## config.mk

```make
export PLATFORM = sky130hd
export DESIGN_NAME = scanline_prefetcher_flat
export DESIGN_NICKNAME = d
export VERILOG_FILES = /design/src/rtl/scanline_prefetcher_if.sv /design/src/rtl/scanline_prefetcher.sv /design/src/flat_wrapper.sv
export SDC_FILE = /design/constraint.sdc
export NUM_CORES = 1
export LEC_CHECK = 0
export ABC_AREA = 1
export BUFFER_PORTS_ARGS = -buffer_cell sky130_fd_sc_hd__buf_2
export CORE_ASPECT_RATIO = 1.1
export CORE_UTILIZATION = 49
export DETAILED_ROUTE_END_ITERATION = 8
export HOLD_SLACK_MARGIN = 0.08
export PLACE_DENSITY_LB_ADDON = 0.25
export SLEW_MARGIN = 25
export SYNTH_ARGS = -nofsm -noshare
export SYNTH_HDL_FRONTEND = slang
export SYNTH_SLANG_ARGS = --single-unit
```

## constraint.sdc

```tcl
create_clock -name system_clock -period 2 [get_ports system_clock]
set_clock_uncertainty 0.15 [all_clocks]
set_input_delay 0.3 -clock system_clock [delete_from_list [all_inputs] [get_ports system_clock]]
set_output_delay 0.3 -clock system_clock [all_outputs]
set_load 0.02 [all_outputs]
```

## src/rtl/scanline_prefetcher_if.sv

```systemverilog
// scanline_prefetcher_if: framebuffer read bus and line buffer write bus (master = prefetcher, slave = memories)
interface scanline_prefetcher_if #(
  parameter int DATA_WIDTH = 12,
  parameter int FB_ADDRESS_WIDTH = 22,
  parameter int LINE_ADDRESS_WIDTH = 13
);
  logic [FB_ADDRESS_WIDTH-1:0] fb_read_address;
  logic [DATA_WIDTH-1:0] fb_read_data;
  logic [LINE_ADDRESS_WIDTH-1:0] line_write_address;
  logic [DATA_WIDTH-1:0] line_write_data;
  logic line_write_enable;
  modport master (
    output fb_read_address, line_write_address, line_write_data, line_write_enable,
    input fb_read_data
  );
  modport slave (
    input fb_read_address, line_write_address, line_write_data, line_write_enable,
    output fb_read_data
  );
endinterface

```

## src/rtl/scanline_prefetcher.sv

```systemverilog
// scanline_prefetcher: copies framebuffer lines into a double-banded line buffer ahead of the VGA side; underrun_count present only with SCANLINE_PREFETCHER_UNDERRUN_COUNT_EN
module scanline_prefetcher #(
  parameter int DATA_WIDTH = 12,
  parameter int FB_ADDRESS_WIDTH = 22,
  parameter int LINE_PIXELS = 640,
  parameter int LINE_ADDRESS_WIDTH = 13,
  parameter int LINE_REPEAT = 2
) (
  input logic system_clock,
  input logic reset_n,
  input logic enable,
  input logic frame_start,
  input logic [FB_ADDRESS_WIDTH-1:0] frame_base,
  input logic line_finished,
  scanline_prefetcher_if.master bus,
  output logic display_bank,
  output logic busy,
  output logic underrun,
  output logic [7:0] underrun_count
);
  localparam int OW = LINE_ADDRESS_WIDTH - 1;
  localparam logic [OW-1:0] LAST = OW'(LINE_PIXELS - 1);
  localparam logic [3:0] REP_LAST = 4'(LINE_REPEAT - 1);
  typedef enum logic [1:0] {IDLE, PRIME, COPY, WAIT_LINE} state_t;
  state_t state_q, state_d;
  logic [2:0] sync_q, sync_d;
  logic [FB_ADDRESS_WIDTH-1:0] line_start_q, line_start_d;
  logic [OW-1:0] offset_q, offset_d;
  logic [3:0] repeat_q, repeat_d;
  logic display_bank_q, display_bank_d, underrun_q, underrun_d;
  logic line_end, copying, swap;
  always_comb begin
    sync_d = {sync_q[1:0], line_finished};
    line_end = sync_q[1] & ~sync_q[2];
    copying = state_q == PRIME || state_q == COPY;
    swap = enable && !frame_start && state_q != IDLE && line_end && repeat_q == REP_LAST;
    state_d = state_q;
    line_start_d = line_start_q;
    offset_d = offset_q;
    repeat_d = repeat_q;
    display_bank_d = display_bank_q;
    underrun_d = underrun_q;
    if (!enable) begin
      state_d = IDLE;
    end else if (frame_start) begin
      state_d = PRIME;
      line_start_d = frame_base;
      offset_d = '0;
      repeat_d = '0;
      underrun_d = 1'b0;
    end else if (swap) begin
      state_d = PRIME;
      line_start_d = line_start_q + FB_ADDRESS_WIDTH'(LINE_PIXELS);
      offset_d = '0;
      repeat_d = '0;
      display_bank_d = !display_bank_q;
      underrun_d = underrun_q | copying;
    end else if (state_q != IDLE) begin
      repeat_d = repeat_q + 4'(line_end);
      state_d = state_q == PRIME ? COPY : state_q == COPY && offset_q == LAST ? WAIT_LINE : state_q;
      offset_d = state_q != COPY ? offset_q : offset_q == LAST ? '0 : offset_q + OW'(1);
    end
  end
  always_ff @(posedge system_clock) begin
    state_q <= reset_n ? state_d : IDLE;
    sync_q <= reset_n ? sync_d : '0;
    line_start_q <= reset_n ? line_start_d : '0;
    offset_q <= reset_n ? offset_d : '0;
    repeat_q <= reset_n ? repeat_d : '0;
    display_bank_q <= reset_n ? display_bank_d : 1'b0;
    underrun_q <= reset_n ? underrun_d : 1'b0;
  end
  assign bus.fb_read_address = state_q == PRIME ? line_start_q :
                               state_q == COPY ? line_start_q + FB_ADDRESS_WIDTH'(offset_q) + FB_ADDRESS_WIDTH'(1) : '0;
  assign bus.line_write_enable = state_q == COPY;
  assign bus.line_write_address = state_q == COPY ? {!display_bank_q, offset_q} : '0;
  assign bus.line_write_data = state_q == COPY ? bus.fb_read_data : DATA_WIDTH'(0);
  assign busy = copying;
  assign display_bank = display_bank_q;
  assign underrun = underrun_q;
`ifdef SCANLINE_PREFETCHER_UNDERRUN_COUNT_EN
  logic [7:0] count_q, count_d;
  always_comb count_d = enable && frame_start ? 8'd0 : swap && copying && count_q != 8'hff ? count_q + 8'd1 : count_q;
  always_ff @(posedge system_clock) count_q <= reset_n ? count_d : 8'd0;
  assign underrun_count = count_q;
`else
  assign underrun_count = 8'd0;
`endif
endmodule

```

## src/flat_wrapper.sv

```systemverilog
// flat-port wrapper written by rule: the top's interface ports become plain ports
module scanline_prefetcher_flat 
#(
  parameter int DATA_WIDTH = 12,
  parameter int FB_ADDRESS_WIDTH = 22,
  parameter int LINE_PIXELS = 640,
  parameter int LINE_ADDRESS_WIDTH = 13,
  parameter int LINE_REPEAT = 2
)
  (system_clock, reset_n, enable, frame_start, frame_base, line_finished, display_bank, busy, underrun, underrun_count, bus_fb_read_address, bus_line_write_address, bus_line_write_data, bus_line_write_enable, bus_fb_read_data);
  scanline_prefetcher_if #(.DATA_WIDTH(DATA_WIDTH), .FB_ADDRESS_WIDTH(FB_ADDRESS_WIDTH), .LINE_ADDRESS_WIDTH(LINE_ADDRESS_WIDTH)) bus_i ();
  input logic system_clock;
  input logic reset_n;
  input logic enable;
  input logic frame_start;
  input logic [FB_ADDRESS_WIDTH-1:0] frame_base;
  input logic line_finished;
  output logic display_bank;
  output logic busy;
  output logic underrun;
  output logic [7:0] underrun_count;
  output wire logic [$bits(bus_i.fb_read_address)-1:0] bus_fb_read_address;
  output wire logic [$bits(bus_i.line_write_address)-1:0] bus_line_write_address;
  output wire logic [$bits(bus_i.line_write_data)-1:0] bus_line_write_data;
  output wire logic [$bits(bus_i.line_write_enable)-1:0] bus_line_write_enable;
  input wire logic [$bits(bus_i.fb_read_data)-1:0] bus_fb_read_data;
  assign bus_fb_read_address = bus_i.fb_read_address;
  assign bus_line_write_address = bus_i.line_write_address;
  assign bus_line_write_data = bus_i.line_write_data;
  assign bus_line_write_enable = bus_i.line_write_enable;
  assign bus_i.fb_read_data = bus_fb_read_data;
  scanline_prefetcher #(.DATA_WIDTH(DATA_WIDTH), .FB_ADDRESS_WIDTH(FB_ADDRESS_WIDTH), .LINE_PIXELS(LINE_PIXELS), .LINE_ADDRESS_WIDTH(LINE_ADDRESS_WIDTH), .LINE_REPEAT(LINE_REPEAT)) u_core (.system_clock(system_clock), .reset_n(reset_n), .enable(enable), .frame_start(frame_start), .frame_base(frame_base), .line_finished(line_finished), .bus(bus_i), .display_bank(display_bank), .busy(busy), .underrun(underrun), .underrun_count(underrun_count));
endmodule
```

; Yosys cells after proc, flatten, opt, wreduce, memory -nomap -nowiden
; Cells that the tools add are included.
[op_classes]
reduce_logical = 21
eq_ne = 6
add_sub_neg = 5
n_mux = 21
n_bitwise = 6
[ops]
columns = cell, count
row1 = 22-bit 2-to-1 mux, 4
row2 = 12-bit 2-to-1 mux, 6
row3 = 22-bit by 1-bit adder with 22-bit output (second input constant), 1
row4 = 22-bit by 10-bit adder with 22-bit output (second input constant), 1
row5 = 22-bit by 12-bit adder with 22-bit output, 1
row6 = 13-bit 2-to-1 mux, 1
row7 = 12-bit by 1-bit adder with 12-bit output (second input constant), 1
row8 = 12-bit by 10-bit == test with 1-bit output (second input constant), 1
row9 = 4-bit 2-to-1 mux, 3
row10 = 2-bit AND reduction, 5
row11 = 3-bit AND reduction, 2
row12 = 2-bit nonzero test, 3
row13 = 1-bit logical AND, 5
row14 = 1-bit 2-to-1 mux, 5
row15 = 4-bit by 1-bit adder with 4-bit output, 1
row16 = 4-bit by 1-bit == test with 1-bit output (second input constant), 1
row17 = 2-bit 2-to-1 mux, 2
row18 = 1-bit NOT, 4
row19 = 4-bit nonzero test, 1
row20 = 4-bit OR reduction, 1
row21 = 3-bit by 2-bit != test with 1-bit output (second input constant), 1
row22 = 3-bit nonzero test, 1
row23 = 2-bit by 1-bit == test with 1-bit output (second input constant), 1
row24 = 2-bit == test (second input constant), 1
row25 = 5 further kinds, 6
[totals]
output_inout_bits = 59
word_cells = 67
inputBits = 39
ff_bits = 45

; Depth between registers and ports, before layout
; Gate-level depths: netlist of run 1.
[logic_depth]
depth_word = 7
ltp_mapped = 13

; Worst setup path before layout of run 1
; Ideal clock, no wire load.
[synth_path]
kind = flip-flop to output port
from = reg u_core.offset_q[0]
to = out bus_fb_read_address[12]
required_ns = 1.550
path_buffers = 0
arrival_time_ns = 1.876
stages_incl_launch_ff = 12
slack_ns = -0.326
path_cell_list = dfxtp_1 inv_1 ha_1 inv_1 fa_1 nand3_1 nand2_1 nand3_1 nand3_1 nand2_1 nand2_1 a21oi_1
[synth_via]
elab_chain_len = 4
[synth_rtl]
columns = element, line_no
row1 = start: declaration, scanline_prefetcher.sv:28  ; logic [OW-1:0] offset_q, offset_d;
row2 = start signal: assignment, scanline_prefetcher.sv:68  ; offset_q <= reset_n ? offset_d : '0;
row3 = 22-bit by 12-bit adder with 22-bit output, scanline_prefetcher.sv:74  ; state_q == COPY ? line_start_q + FB_ADDRESS_WIDTH'(offset_q) + FB_ADDRESS_WIDTH'(1) : '0;
row4 = 22-bit by 1-bit adder with 22-bit output, scanline_prefetcher.sv:74
row5 = 22-bit 2-to-1 mux, scanline_prefetcher.sv:74
row6 = 22-bit 2-to-1 mux, scanline_prefetcher.sv:73  ; assign bus.fb_read_address = state_q == PRIME ? line_start_q :
row7 = end: declaration, flat_wrapper.sv:22  ; output wire logic [$bits(bus_i.fb_read_address)-1:0] bus_fb_read_address;
; Every way passes these cells.

; Final worst setup path of run 1
[layout_path]
from = reg u_core.offset_q[7]
to = out bus_fb_read_address[15]
; The elaborated chain is that of the path after synthesis.

==> results of run 1 <==
power by group:
part           internal [mW]  total [mW]  switching [mW]
clock network          0.313       0.668           0.355
registers              0.923       0.965          0.0417
logic                  0.265       0.655           0.390
placed cells by master, fill, tap and decap left out, types with 3 or more instances in the layout:
cell type,count
sky130_fd_sc_hd__ha_4,15
sky130_fd_sc_hd__dlygate4sd3_1,5
sky130_fd_sc_hd__nor2_4,8
sky130_fd_sc_hd__dfxtp_4,6
sky130_fd_sc_hd__nor3_1,6
sky130_fd_sc_hd__clkbuf_8,7
sky130_fd_sc_hd__nor2_2,18
sky130_fd_sc_hd__inv_2,12
sky130_fd_sc_hd__a21oi_4,3
sky130_fd_sc_hd__nand2_8,4
sky130_fd_sc_hd__o21ai_1,10
sky130_fd_sc_hd__nand3_4,5
sky130_fd_sc_hd__nand2_1,168
sky130_fd_sc_hd__buf_6,38
sky130_fd_sc_hd__ha_1,4
sky130_fd_sc_hd__o21ai_0,22
sky130_fd_sc_hd__nand3_2,14
sky130_fd_sc_hd__a21oi_1,15
sky130_fd_sc_hd__dfxtp_2,19
sky130_fd_sc_hd__nor2_1,57
sky130_fd_sc_hd__dfxtp_1,20
sky130_fd_sc_hd__a21oi_2,18
sky130_fd_sc_hd__buf_4,79
sky130_fd_sc_hd__inv_6,3
sky130_fd_sc_hd__nand4_1,10
sky130_fd_sc_hd__o21ai_2,7
sky130_fd_sc_hd__nand2_2,40
sky130_fd_sc_hd__o211ai_1,7
sky130_fd_sc_hd__inv_4,5
sky130_fd_sc_hd__xor2_1,3
sky130_fd_sc_hd__inv_1,92
sky130_fd_sc_hd__nand3_1,39
sky130_fd_sc_hd__buf_2,68
sky130_fd_sc_hd__nand2_4,13
sky130_fd_sc_hd__conb_1,8
registers in the layout, indices dropped and copies added (netlist names):
name                 cells
u_core.state_q           2
u_core.line_start_q     22
u_core.repeat_q          4
u_core.underrun          1
u_core.sync_q            3
u_core.display_bank      1
u_core.offset_q         12
per-stage QoR:
step                 util  hold slack (ns)  setup slack, ns
floorplan               -            0.240          -0.0763
global placement    0.676            0.245           -0.187
detailed placement  0.676            0.262           -0.225
CTS                 0.771           0.0985           -0.483
global route        0.847           0.0801           -0.649
finish              0.847           0.0837           -0.537
worst max-delay path: stages (launching register included):
cell and delay, ns:
sky130_fd_sc_hd__dfxtp_2 0.35, sky130_fd_sc_hd__ha_4 0.32, sky130_fd_sc_hd__nand2_2 0.11, sky130_fd_sc_hd__inv_2 0.14, sky130_fd_sc_hd__nand2_4 0.08, sky130_fd_sc_hd__nor3_4 0.18
sky130_fd_sc_hd__nand2_2 0.09, sky130_fd_sc_hd__nand2_4 0.11, sky130_fd_sc_hd__a21oi_2 0.07, sky130_fd_sc_hd__nor2_2 0.18, sky130_fd_sc_hd__buf_6 0.14
worst min path at each step:
stage | slack [ns] | cells past startpoint | end
after detailed placement | 0.26 | 2 | u_core.sync_q[1]
after CTS | 0.1 | 3 | u_core.line_start_q[14]
after global placement | 0.25 | 2 | u_core.sync_q[1]
after floorplan | 0.24 | 2 | u_core.sync_q[1]
after global routing | 0.08 | 3 | u_core.line_start_q[12]
final | 0.08 | 3 | u_core.line_start_q[12]
cells by family after synthesis:
| group | count (synthesis) | synth area share |
|---|---|---|
| AND/OR/NAND/NOR | 389 | 0.426 |
| other | 1 | 0.000965 |
| adder cells (fa/ha/maj) | 20 | 0.0663 |
| AO/OA/AOI/OAI | 91 | 0.126 |
| XOR/XNOR | 3 | 0.00676 |
| buffers and inverters | 134 | 0.142 |
| flip-flops | 45 | 0.232 |
timing repair:
action                     4_1_cts  5_1_grt
setup buffers                   10       13
gates resized for setup        137      147
setup endpoints to repair       41       53
pin swaps                       31       45
hold endpoints to repair         5        0
gates cloned                     0        1
hold buffers                     5        0
cell type report:
class | instances | area [um^2]
Inverter | 112 | 448
Sequential cell | 45 | 947
Clock buffer | 7 | 96.3
Timing Repair Buffer | 194 | 1480
Multi-Input combinational cell | 512 | 3290
Clock inverter | 1 | 5.00
Fill cell | 417 | 1160
Tap cell | 105 | 131
metal layers:
metal	wire (um)	vias up	part of all wire	global-route usage
met4	1720	0	0.092	0.213
met5	0	-	0	0
met1	6170	2584	0.33	0.398
met2	8420	561	0.45	0.629
li1	-	2515	-	-
met3	2290	202	0.12	0.0641
==> results.sh, run 1 <==
export IMPL_outcome="complete, but fails checks"
export IMPL_violations="setup timing"
export IMPL_drt_total_wl_um=18600
export IMPL_die_w_um=86.9
export IMPL_vias=5862
export IMPL_routed_wire_length_per_instance_um=19.1
export IMPL_yosysSeqAreaShare=0.232
export IMPL_synth_commonest_cells="sky130_fd_sc_hd__nand2_1 (219), sky130_fd_sc_hd__inv_1 (110), sky130_fd_sc_hd__nor2_1 (80)"
export IMPL_dp_final_hpwl_um=9510
export IMPL_r2r_cells=13
export IMPL_netlist_area_leader_share=0.232
export IMPL_launching_element_type_of_the_critical_path="flop"
export IMPL_place_area_mm2=0.00511
export IMPL_clk_root_buffer_cell="sky130_fd_sc_hd__clkbuf_8"
export IMPL_path_clk_slew_ns=0.09
export IMPL_reg2reg_slack_ns=-0.20
export IMPL_worst_slew_margin_rel=0.596
export IMPL_clock_path_buffers=2
export IMPL_setup_total_negative_slack_ns=-11.40
export IMPL_vias_in_the_first_global_route=5072
export IMPL_worstSetupPathType="flop to output pin"
export IMPL_insertion_delay_ns=0.32
export IMPL_synth_enable_flop_cells=0
export IMPL_floorplan_die_height_um=95.4
export IMPL_insertedDiodeCount=0
export IMPL_placed_cells=944
export IMPL_post_layout_nonfiller_instances=976
export IMPL_drv_max_cap_violation_count=0
export IMPL_stdcell_area_mm2=0.00640
export IMPL_via_cell_ratio=6.01
export IMPL_post_route_drc_count=0
export IMPL_cellLeakagePower_nw=3.18
export IMPL_postSynth_asyncResetShare=0
export IMPL_critical_path_endpoint_type="output pin"
export IMPL_antenna_found_initial=0
export IMPL_cp_data_arrival_time_ns=2.09
export IMPL_fp_dieArea_mm2=0.00829
export IMPL_cts_sink_count=45
export IMPL_powerDensity_mw_per_mm2=358
export IMPL_grt_util_all_layers=0.356
export IMPL_setup_violations=50
export IMPL_core_area_mm2=0.00756
export IMPL_flow_area_growth_from_synthesis_pct=64.6
export IMPL_row_count=33
export IMPL_drt_antenna_violating_nets=0
export IMPL_regToRegEndpoint="u_core.line_start_q[8]"
export IMPL_finalWorstPathRequiredPeriod_ns=2.54
export IMPL_timing_rr_start="u_core.state_q[0]"
export IMPL_grt_max_degree=28
export IMPL_tightestPinTransition_ns=0.606
export IMPL_avgSynthCellArea_um2=5.69
export IMPL_post_layout_total_power_mw=2.29
export IMPL_rsz_0062_raised_after_global_routing="true"
export IMPL_postLayoutSetupSlackWorst_ns=-0.537
export IMPL_worst_ir_drop_vdd_v=0.000270
export IMPL_io_pin_count=98
export IMPL_mappedNetlistArea_mm2=0.00389
export IMPL_first_iter_violations=673
export IMPL_synth_most_common_cell="sky130_fd_sc_hd__nand2_1"
export IMPL_globalplace_congestion=0.934
export IMPL_detailedRoute_firstPassIterationCount=5
export IMPL_timing_final_hold_violations=0
export IMPL_cts_buffers=5
export IMPL_maxSlewViolCount=0
export IMPL_fmax_mhz=394
export IMPL_postSynth_topFlopCell="sky130_fd_sc_hd__dfxtp_1"
export IMPL_floorplan_initialDensity=0.514
export IMPL_number_of_flip_flops_and_latches_in_the_synthesized_netlist=45
export IMPL_hold_start="frame_base[12]"
export IMPL_synth_cells=683
export IMPL_worstSetupStartpoint="u_core.offset_q[7]"
export IMPL_crit_end="bus_fb_read_address[15]"
export IMPL_synth_distinct_cells=36
export IMPL_clock_tree_from_tritoncts="built"
export IMPL_nets=929
export IMPL_post_route_cells_drive_above_1_share=0.457
export IMPL_htree_levels=2
export IMPL_buffers_on_ports=89
export IMPL_fin_crit_sh=1.27
export IMPL_overflow_after_grt=0
export IMPL_global_route_wire_length_before_repair_um=22900
export IMPL_cp_data_required_time_ns=1.55
export IMPL_maximum_fanout_count_along_the_critical_path=4
export IMPL_synthDominantAreaCellType="sky130_fd_sc_hd__dfxtp_1"
export IMPL_hold_path_class="input pin to flop"
export IMPL_synth_top_cells_by_area="sky130_fd_sc_hd__dfxtp_1 (23%), sky130_fd_sc_hd__nand2_1 (21%), sky130_fd_sc_hd__inv_1 (11%)"
export IMPL_yosys_warns=0
Note: power is estimated with default switching activity, not from simulation.
==> run 2, diff against run 1 <==
Settings changed: CELL_PAD_IN_SITES_DETAIL_PLACEMENT set to 0, CELL_PAD_IN_SITES_GLOBAL_PLACEMENT set to 1, CORE_UTILIZATION 49 to 33.
==> run 2 against run 1 <==
Compared with the run above: the flow still finishes with violations (setup timing); non-clock buffer count down 1; cell count rose by 4.5%; combinational power shrank 17%; count of clock-buffer cells in the layout stayed put; first-iteration DRC count fell by 72%; critical path type unchanged; largest power group is now the clock network.
==> results.sh, run 2 (synthesized netlist as in run 1, its figures left out) <==
export IMPL_largest_reg_flops=22
export IMPL_maxSlewViolCount=0
export IMPL_r2r_cells=14
export IMPL_pre_cts_ws_ns=-0.303
export IMPL_clk_root_buffer_cell="sky130_fd_sc_hd__clkbuf_16"
export IMPL_seqPwrFrac=0.383
export IMPL_finalWorstPathRequiredPeriod_ns=2.44
export IMPL_clock_tree_from_tritoncts="built"
export IMPL_insertion_delay_ns=0.30
export IMPL_insertedDiodeCount=0
export IMPL_floorplan_die_height_um=116
export IMPL_path_clk_slew_ns=0.07
export IMPL_cp_data_required_time_ns=1.55
export IMPL_die_w_um=105
export IMPL_cts_buffers=5
export IMPL_cts_sink_count=45
export IMPL_first_iter_violations=186
export IMPL_overflow_after_grt=0
export IMPL_post_route_cells_drive_above_1_share=0.432
export IMPL_fillCellCount=1136
export IMPL_power_switching_uw=711
export IMPL_clock_path_buffers=2
export IMPL_maximum_fanout_count_along_the_critical_path=4
export IMPL_nets=928
export IMPL_critical_path_endpoint_type="output pin"
export IMPL_drv_max_cap_violation_count=0
export IMPL_outcome="complete, but fails checks"
export IMPL_vias_in_the_first_global_route=4430
export IMPL_layout_commonest_cell="sky130_fd_sc_hd__nand2_1"
export IMPL_via_cell_ratio=4.79
export IMPL_postLayoutSetupSlackWorst_ns=-0.441
export IMPL_globalplace_congestion=0.888
export IMPL_powerDensity_mw_per_mm2=389
export IMPL_hold_path_class="input pin to flop"
export IMPL_worst_hold_slack_ns=0.105
export IMPL_stdcell_area_mm2=0.00642
export IMPL_fmax_mhz=410
export IMPL_launching_element_type_of_the_critical_path="flop"
export IMPL_timing_final_hold_violations=0
export IMPL_io_pin_count=98
export IMPL_reg_top3="u_core.line_start_q: 22 flops, u_core.offset_q: 12 flops, u_core.repeat_q: 4 flops"
export IMPL_multiInputGateArea_mm2=0.00325
export IMPL_sw_frac=0.285
export IMPL_grt_max_degree=28
export IMPL_htree_levels=2
export IMPL_vias=4885
export IMPL_reg2reg_slack_ns=0.06
export IMPL_most_common_layout_cells="sky130_fd_sc_hd__nand2_1 (174), sky130_fd_sc_hd__inv_1 (95), sky130_fd_sc_hd__buf_4 (87), sky130_fd_sc_hd__buf_2 (68), sky130_fd_sc_hd__nor2_1 (60)"
export IMPL_worstSetupPathType="flop to output pin"
export IMPL_hold_depth=3
export IMPL_post_layout_total_power_mw=2.50
export IMPL_drt_total_wl_um=13500
export IMPL_global_route_wire_length_before_repair_um=21100
export IMPL_p_int_mw=1.79
export IMPL_rsz_0062_raised_after_global_routing="true"
export IMPL_final_seq_area_um2=953
export IMPL_core_area_mm2=0.0115
export IMPL_dp_final_hpwl_um=10200
export IMPL_routed_wire_length_per_instance_um=13.2
export IMPL_cp_data_arrival_time_ns=1.99
export IMPL_buffers_on_ports=89
export IMPL_violations="setup timing"
export IMPL_grt_util_all_layers=0.220
export IMPL_detailedRoute_firstPassIterationCount=5
export IMPL_post_route_drc_count=0
export IMPL_fin_crit_sh=1.22
export IMPL_floorplan_initialDensity=0.338
export IMPL_worst_ir_drop_vdd_v=0.000303
export IMPL_largest_register="u_core.line_start_q"
export IMPL_power_combinational_fraction=0.218
export IMPL_flow_area_growth_from_synthesis_pct=65.1
export IMPL_antenna_found_initial=0
export IMPL_fp_dieArea_mm2=0.0122
export IMPL_place_area_mm2=0.00514
export IMPL_setup_violations=22
export IMPL_row_count=41
export IMPL_cellLeakagePower_nw=3.26
export IMPL_drt_antenna_violating_nets=0
export IMPL_pwr_share_clk=0.399
run 2: cell count changes in the layout (fill, tap and decap cells not counted), moves of 5 or more:
cell / previous run / this run
sky130_fd_sc_hd__a21oi_1: 15 / 22
sky130_fd_sc_hd__a21oi_2: 18 / 10
sky130_fd_sc_hd__buf_4: 79 / 87
sky130_fd_sc_hd__clkbuf_16: 0 / 5
sky130_fd_sc_hd__clkbuf_8: 7 / 1
sky130_fd_sc_hd__nand2_1: 168 / 174
sky130_fd_sc_hd__nand2_2: 40 / 33
sky130_fd_sc_hd__o21ai_0: 22 / 29
sky130_fd_sc_hd__o21ai_2: 7 / 2
run 2: worst max-delay path: stages (launching register included):
cell	delay (ns)
sky130_fd_sc_hd__dfxtp_2	0.32
sky130_fd_sc_hd__inv_2	0.07
sky130_fd_sc_hd__ha_4	0.12
sky130_fd_sc_hd__inv_2	0.04
sky130_fd_sc_hd__fa_2	0.37
sky130_fd_sc_hd__nand3_2	0.09
sky130_fd_sc_hd__nand2_4	0.07
sky130_fd_sc_hd__nand2_4	0.09
sky130_fd_sc_hd__nand2_4	0.06
sky130_fd_sc_hd__nand2_4	0.06
sky130_fd_sc_hd__nand2_4	0.08
sky130_fd_sc_hd__a21oi_4	0.16
sky130_fd_sc_hd__nor2_4	0.05
sky130_fd_sc_hd__buf_6	0.12
run 2: layout make-up:
cell class	count	share of cell area
multi-input cells	512	0.507
repair buffers	193	0.221
flip-flops and latches	45	0.149
inverters	112	0.0678
well taps	150	0.0292
clock buffers	7	0.0222
clock inverters	1	0.00468
run 2: path summary, 6_finish.rpt:
path	start	end
setup / recovery	u_core.offset_q[0]	bus_fb_read_address[14]
hold reg to reg	u_core.sync_q[0]	u_core.sync_q[1]
setup reg to reg	u_core.state_q[1]	u_core.offset_q[11]
hold / removal	frame_base[13]	u_core.line_start_q[13]
run 2: layer usage:
layer / vias up / global-route usage / part of all wire / wire (um)
li1: 2515 / - / - / -
met1: 2227 / 0.275 / 0.45 / 6110
met2: 119 / 0.389 / 0.48 / 6530
met3: 24 / 0.0366 / 0.043 / 582
met4: 0 / 0.0667 / 0.021 / 282
met5: - / 0 / 0 / 0
run 2: through the flow:
step                       util  instances  TNS [ns]
after floorplan               -        690    -0.545
after global placement    0.448        989     -2.80
after detailed placement  0.448        989     -3.31
after CTS                 0.519       1008     -6.90
after global routing      0.559       1020     -9.08
final                     0.559       1020     -7.18
run 2: timing repair:
action,CTS,global route
endpoints found under the hold margin,4,0
gates resized for setup,150,97
setup buffers,7,12
pin swaps,29,42
endpoints found under the setup margin,23,51
hold buffers,4,0
gates cloned,0,1
run 2: power groups by stage:
stage | Sequential [mW] | Clock, mW | Combinational [mW]
after floorplan | 0.975 | 0 | 0.255
after global placement | 0.973 | 0 | 0.434
after detailed placement | 0.973 | 0 | 0.440
after CTS | 0.959 | 1.01 | 0.503
after global routing | 0.960 | 1.05 | 0.595
final | 0.957 | 0.996 | 0.545
==> run 3, diff against run 2 <==
Settings changed: SETUP_SLACK_MARGIN set to 0.05.
==> run 3 against run 2 <==
Compared with the run above: fmax down 0.50%; routed wire length rose by 3.3%; the flow still finishes with violations (setup timing); utilization hardly changed; sequential cell count unchanged; combinational power grew 2%; worst hold slack got worse by 0.013 ns; register-to-register slack better by 0.06 ns.
==> results.sh, run 3 (synthesized netlist as in run 1, its figures left out) <==
export IMPL_vias_in_the_first_global_route=4390
export IMPL_place_area_mm2=0.00527
export IMPL_grtUsageMet2=0.397
export IMPL_met3_usage=0.0259
export IMPL_post_route_drc_count=0
export IMPL_critical_path_endpoint_type="output pin"
export IMPL_globalplace_congestion=0.898
export IMPL_insertion_delay_ns=0.30
export IMPL_floorplan_die_height_um=116
export IMPL_groute_layer_met1_usage=0.273
export IMPL_drt_antenna_violating_nets=0
export IMPL_nets=929
export IMPL_cpPeakStageDelay_ns=0.34
export IMPL_detailedRoute_firstPassIterationCount=5
export IMPL_cts_buffers=5
export IMPL_postLayoutSetupSlackWorst_ns=-0.453
export IMPL_fp_dieArea_mm2=0.0122
export IMPL_r2r_cells=13
export IMPL_cp_data_required_time_ns=1.55
export IMPL_worstSetupPathType="flop to output pin"
export IMPL_clock_tree_from_tritoncts="built"
export IMPL_reg_top3="u_core.line_start_q: 22 flops, u_core.offset_q: 12 flops, u_core.repeat_q: 4 flops"
export IMPL_worst_path_cell_with_the_longest_stage_delay="sky130_fd_sc_hd__fa_2"
export IMPL_fillCellCount=1115
export IMPL_core_area_mm2=0.0115
export IMPL_row_count=41
export IMPL_vias=4868
export IMPL_crit_path_frequent_cell="sky130_fd_sc_hd__nand2_4"
export IMPL_most_common_layout_cells="sky130_fd_sc_hd__nand2_1 (170), sky130_fd_sc_hd__buf_4 (94), sky130_fd_sc_hd__inv_1 (93), sky130_fd_sc_hd__buf_2 (67), sky130_fd_sc_hd__nor2_1 (57)"
export IMPL_final_seq_area_um2=956
export IMPL_post_layout_total_power_mw=2.35
export IMPL_setup_violations=21
export IMPL_buffers_on_ports=89
export IMPL_violations="setup timing"
export IMPL_cellLeakagePower_nw=3.27
export IMPL_clk_root_buffer_cell="sky130_fd_sc_hd__clkbuf_16"
export IMPL_fin_crit_sh=1.23
export IMPL_worst_ir_drop_vdd_v=0.000338
export IMPL_launching_element_type_of_the_critical_path="flop"
export IMPL_timing_rr_start="u_core.state_q[0]"
export IMPL_finalWorstPathRequiredPeriod_ns=2.45
export IMPL_clock_path_buffers=2
export IMPL_outcome="complete, but fails checks"
export IMPL_cts_sink_count=45
export IMPL_drv_max_cap_violation_count=0
export IMPL_path_cells="inv_2 -> ha_4 -> inv_2 -> fa_2 -> nand3_2 -> nand2_4 -> nand2_4 -> nand2_4 -> nand2_2 -> nand2_4 -> nand3_2 -> nand2_2 -> nor2_4 -> buf_6"
export IMPL_largest_reg_flops=22
export IMPL_grt_util_all_layers=0.217
export IMPL_maxSlewViolCount=0
export IMPL_crit_end="bus_fb_read_address[14]"
export IMPL_regToRegEndpoint="u_core.offset_q[6]"
export IMPL_overflow_after_grt=0
export IMPL_grt_busiest_layer="met2"
export IMPL_routed_wire_length_per_instance_um=13.7
export IMPL_path_clk_slew_ns=0.07
export IMPL_fmax_mhz=408
export IMPL_maximum_fanout_count_along_the_critical_path=4
export IMPL_htree_levels=2
export IMPL_rsz_0062_raised_after_global_routing="true"
export IMPL_cp_data_arrival_time_ns=2.00
export IMPL_reg2reg_slack_ns=0.12
export IMPL_global_route_wire_length_before_repair_um=20900
export IMPL_worstSetupStartpoint="u_core.line_start_q[0]"
export IMPL_antenna_found_initial=0
export IMPL_io_pin_count=98
export IMPL_via_cell_ratio=4.77
export IMPL_drt_total_wl_um=13900
export IMPL_dp_final_hpwl_um=10100
export IMPL_die_w_um=105
export IMPL_layout_commonest_cell="sky130_fd_sc_hd__nand2_1"
export IMPL_largest_register="u_core.line_start_q"
export IMPL_first_iter_violations=196
export IMPL_powerDensity_mw_per_mm2=366
export IMPL_insertedDiodeCount=0
export IMPL_multiInputGateArea_mm2=0.00325
export IMPL_post_route_cells_drive_above_1_share=0.443
export IMPL_timing_final_hold_violations=0
export IMPL_flow_area_growth_from_synthesis_pct=65.2
export IMPL_grt_max_degree=26
export IMPL_floorplan_initialDensity=0.338
export IMPL_stdcell_area_mm2=0.00642
export IMPL_hold_path_class="input pin to flop"
run 3: cell types whose count changed in the layout (fill, tap and decap cells not counted), moves of 5 or more:
cell / before / now
sky130_fd_sc_hd__dfxtp_2: 15 / 20
sky130_fd_sc_hd__buf_6: 34 / 27
sky130_fd_sc_hd__buf_4: 87 / 94
sky130_fd_sc_hd__nand2_4: 14 / 20
run 3: worst max-delay path, delay by kind of cell (launching register included):
kind / cells / cell delay (ns)
adder cells (fa/ha/maj): 2 / 0.46
buffers and inverters: 3 / 0.23
flip-flops: 1 / 0.32
AND/OR/NAND/NOR: 9 / 0.72
run 3: timing repair:
item	CTS	global route
resized for setup	128	117
endpoints found under the setup margin	46	66
hold endpoints to repair	3	0
pin swaps	19	45
hold buffers	3	0
gates cloned	0	1
setup buffers	4	11
run 3: worst min path at each step:
stage | startpoint | to | depth (start not counted)
3_5_place_dp | u_core.sync_q[0] | u_core.sync_q[1] | 2
2_1_floorplan | u_core.sync_q[0] | u_core.sync_q[1] | 2
5_1_grt | frame_base[15] | u_core.line_start_q[15] | 3
3_3_place_gp | u_core.sync_q[0] | u_core.sync_q[1] | 2
4_1_cts | frame_base[17] | u_core.line_start_q[17] | 3
6_report | frame_base[17] | u_core.line_start_q[17] | 3
run 3: metrics by stage:
| step | hold slack, ns | std cells | TNS, ns | utilization | setup slack, ns |
|---|---|---|---|---|---|
| floorplan | 0.240 | 690 | -0.502 | - | -0.0750 |
| global placement | 0.245 | 996 | -2.90 | 0.459 | -0.249 |
| detailed placement | 0.251 | 996 | -3.15 | 0.459 | -0.264 |
| CTS | 0.0890 | 1010 | -6.73 | 0.516 | -0.446 |
| global route | 0.119 | 1021 | -8.87 | 0.559 | -0.530 |
| finish | 0.0920 | 1021 | -7.33 | 0.559 | -0.453 |
run 3: area by class of cell:
type,instances,area share
inverters,112,0.0674
clock buffers,7,0.0207
multi-input cells,511,0.505
well taps,150,0.0292
repair buffers,195,0.227
flip-flops and latches,45,0.149
clock inverters,1,0.00117
run 3: metal layers:
layer | part of all wire | up-vias
met1 | 0.44 | 2225
li1 | - | 2520
met2 | 0.50 | 104
met5 | 0 | -
met3 | 0.044 | 19
met4 | 0.016 | 0
run 3: power breakdown:
group	total [mW]	switching (mW)	internal [mW]
logic	0.555	0.312	0.243
registers	0.956	0.0340	0.922
clock network	0.838	0.373	0.465
total	2.35	0.719	1.63
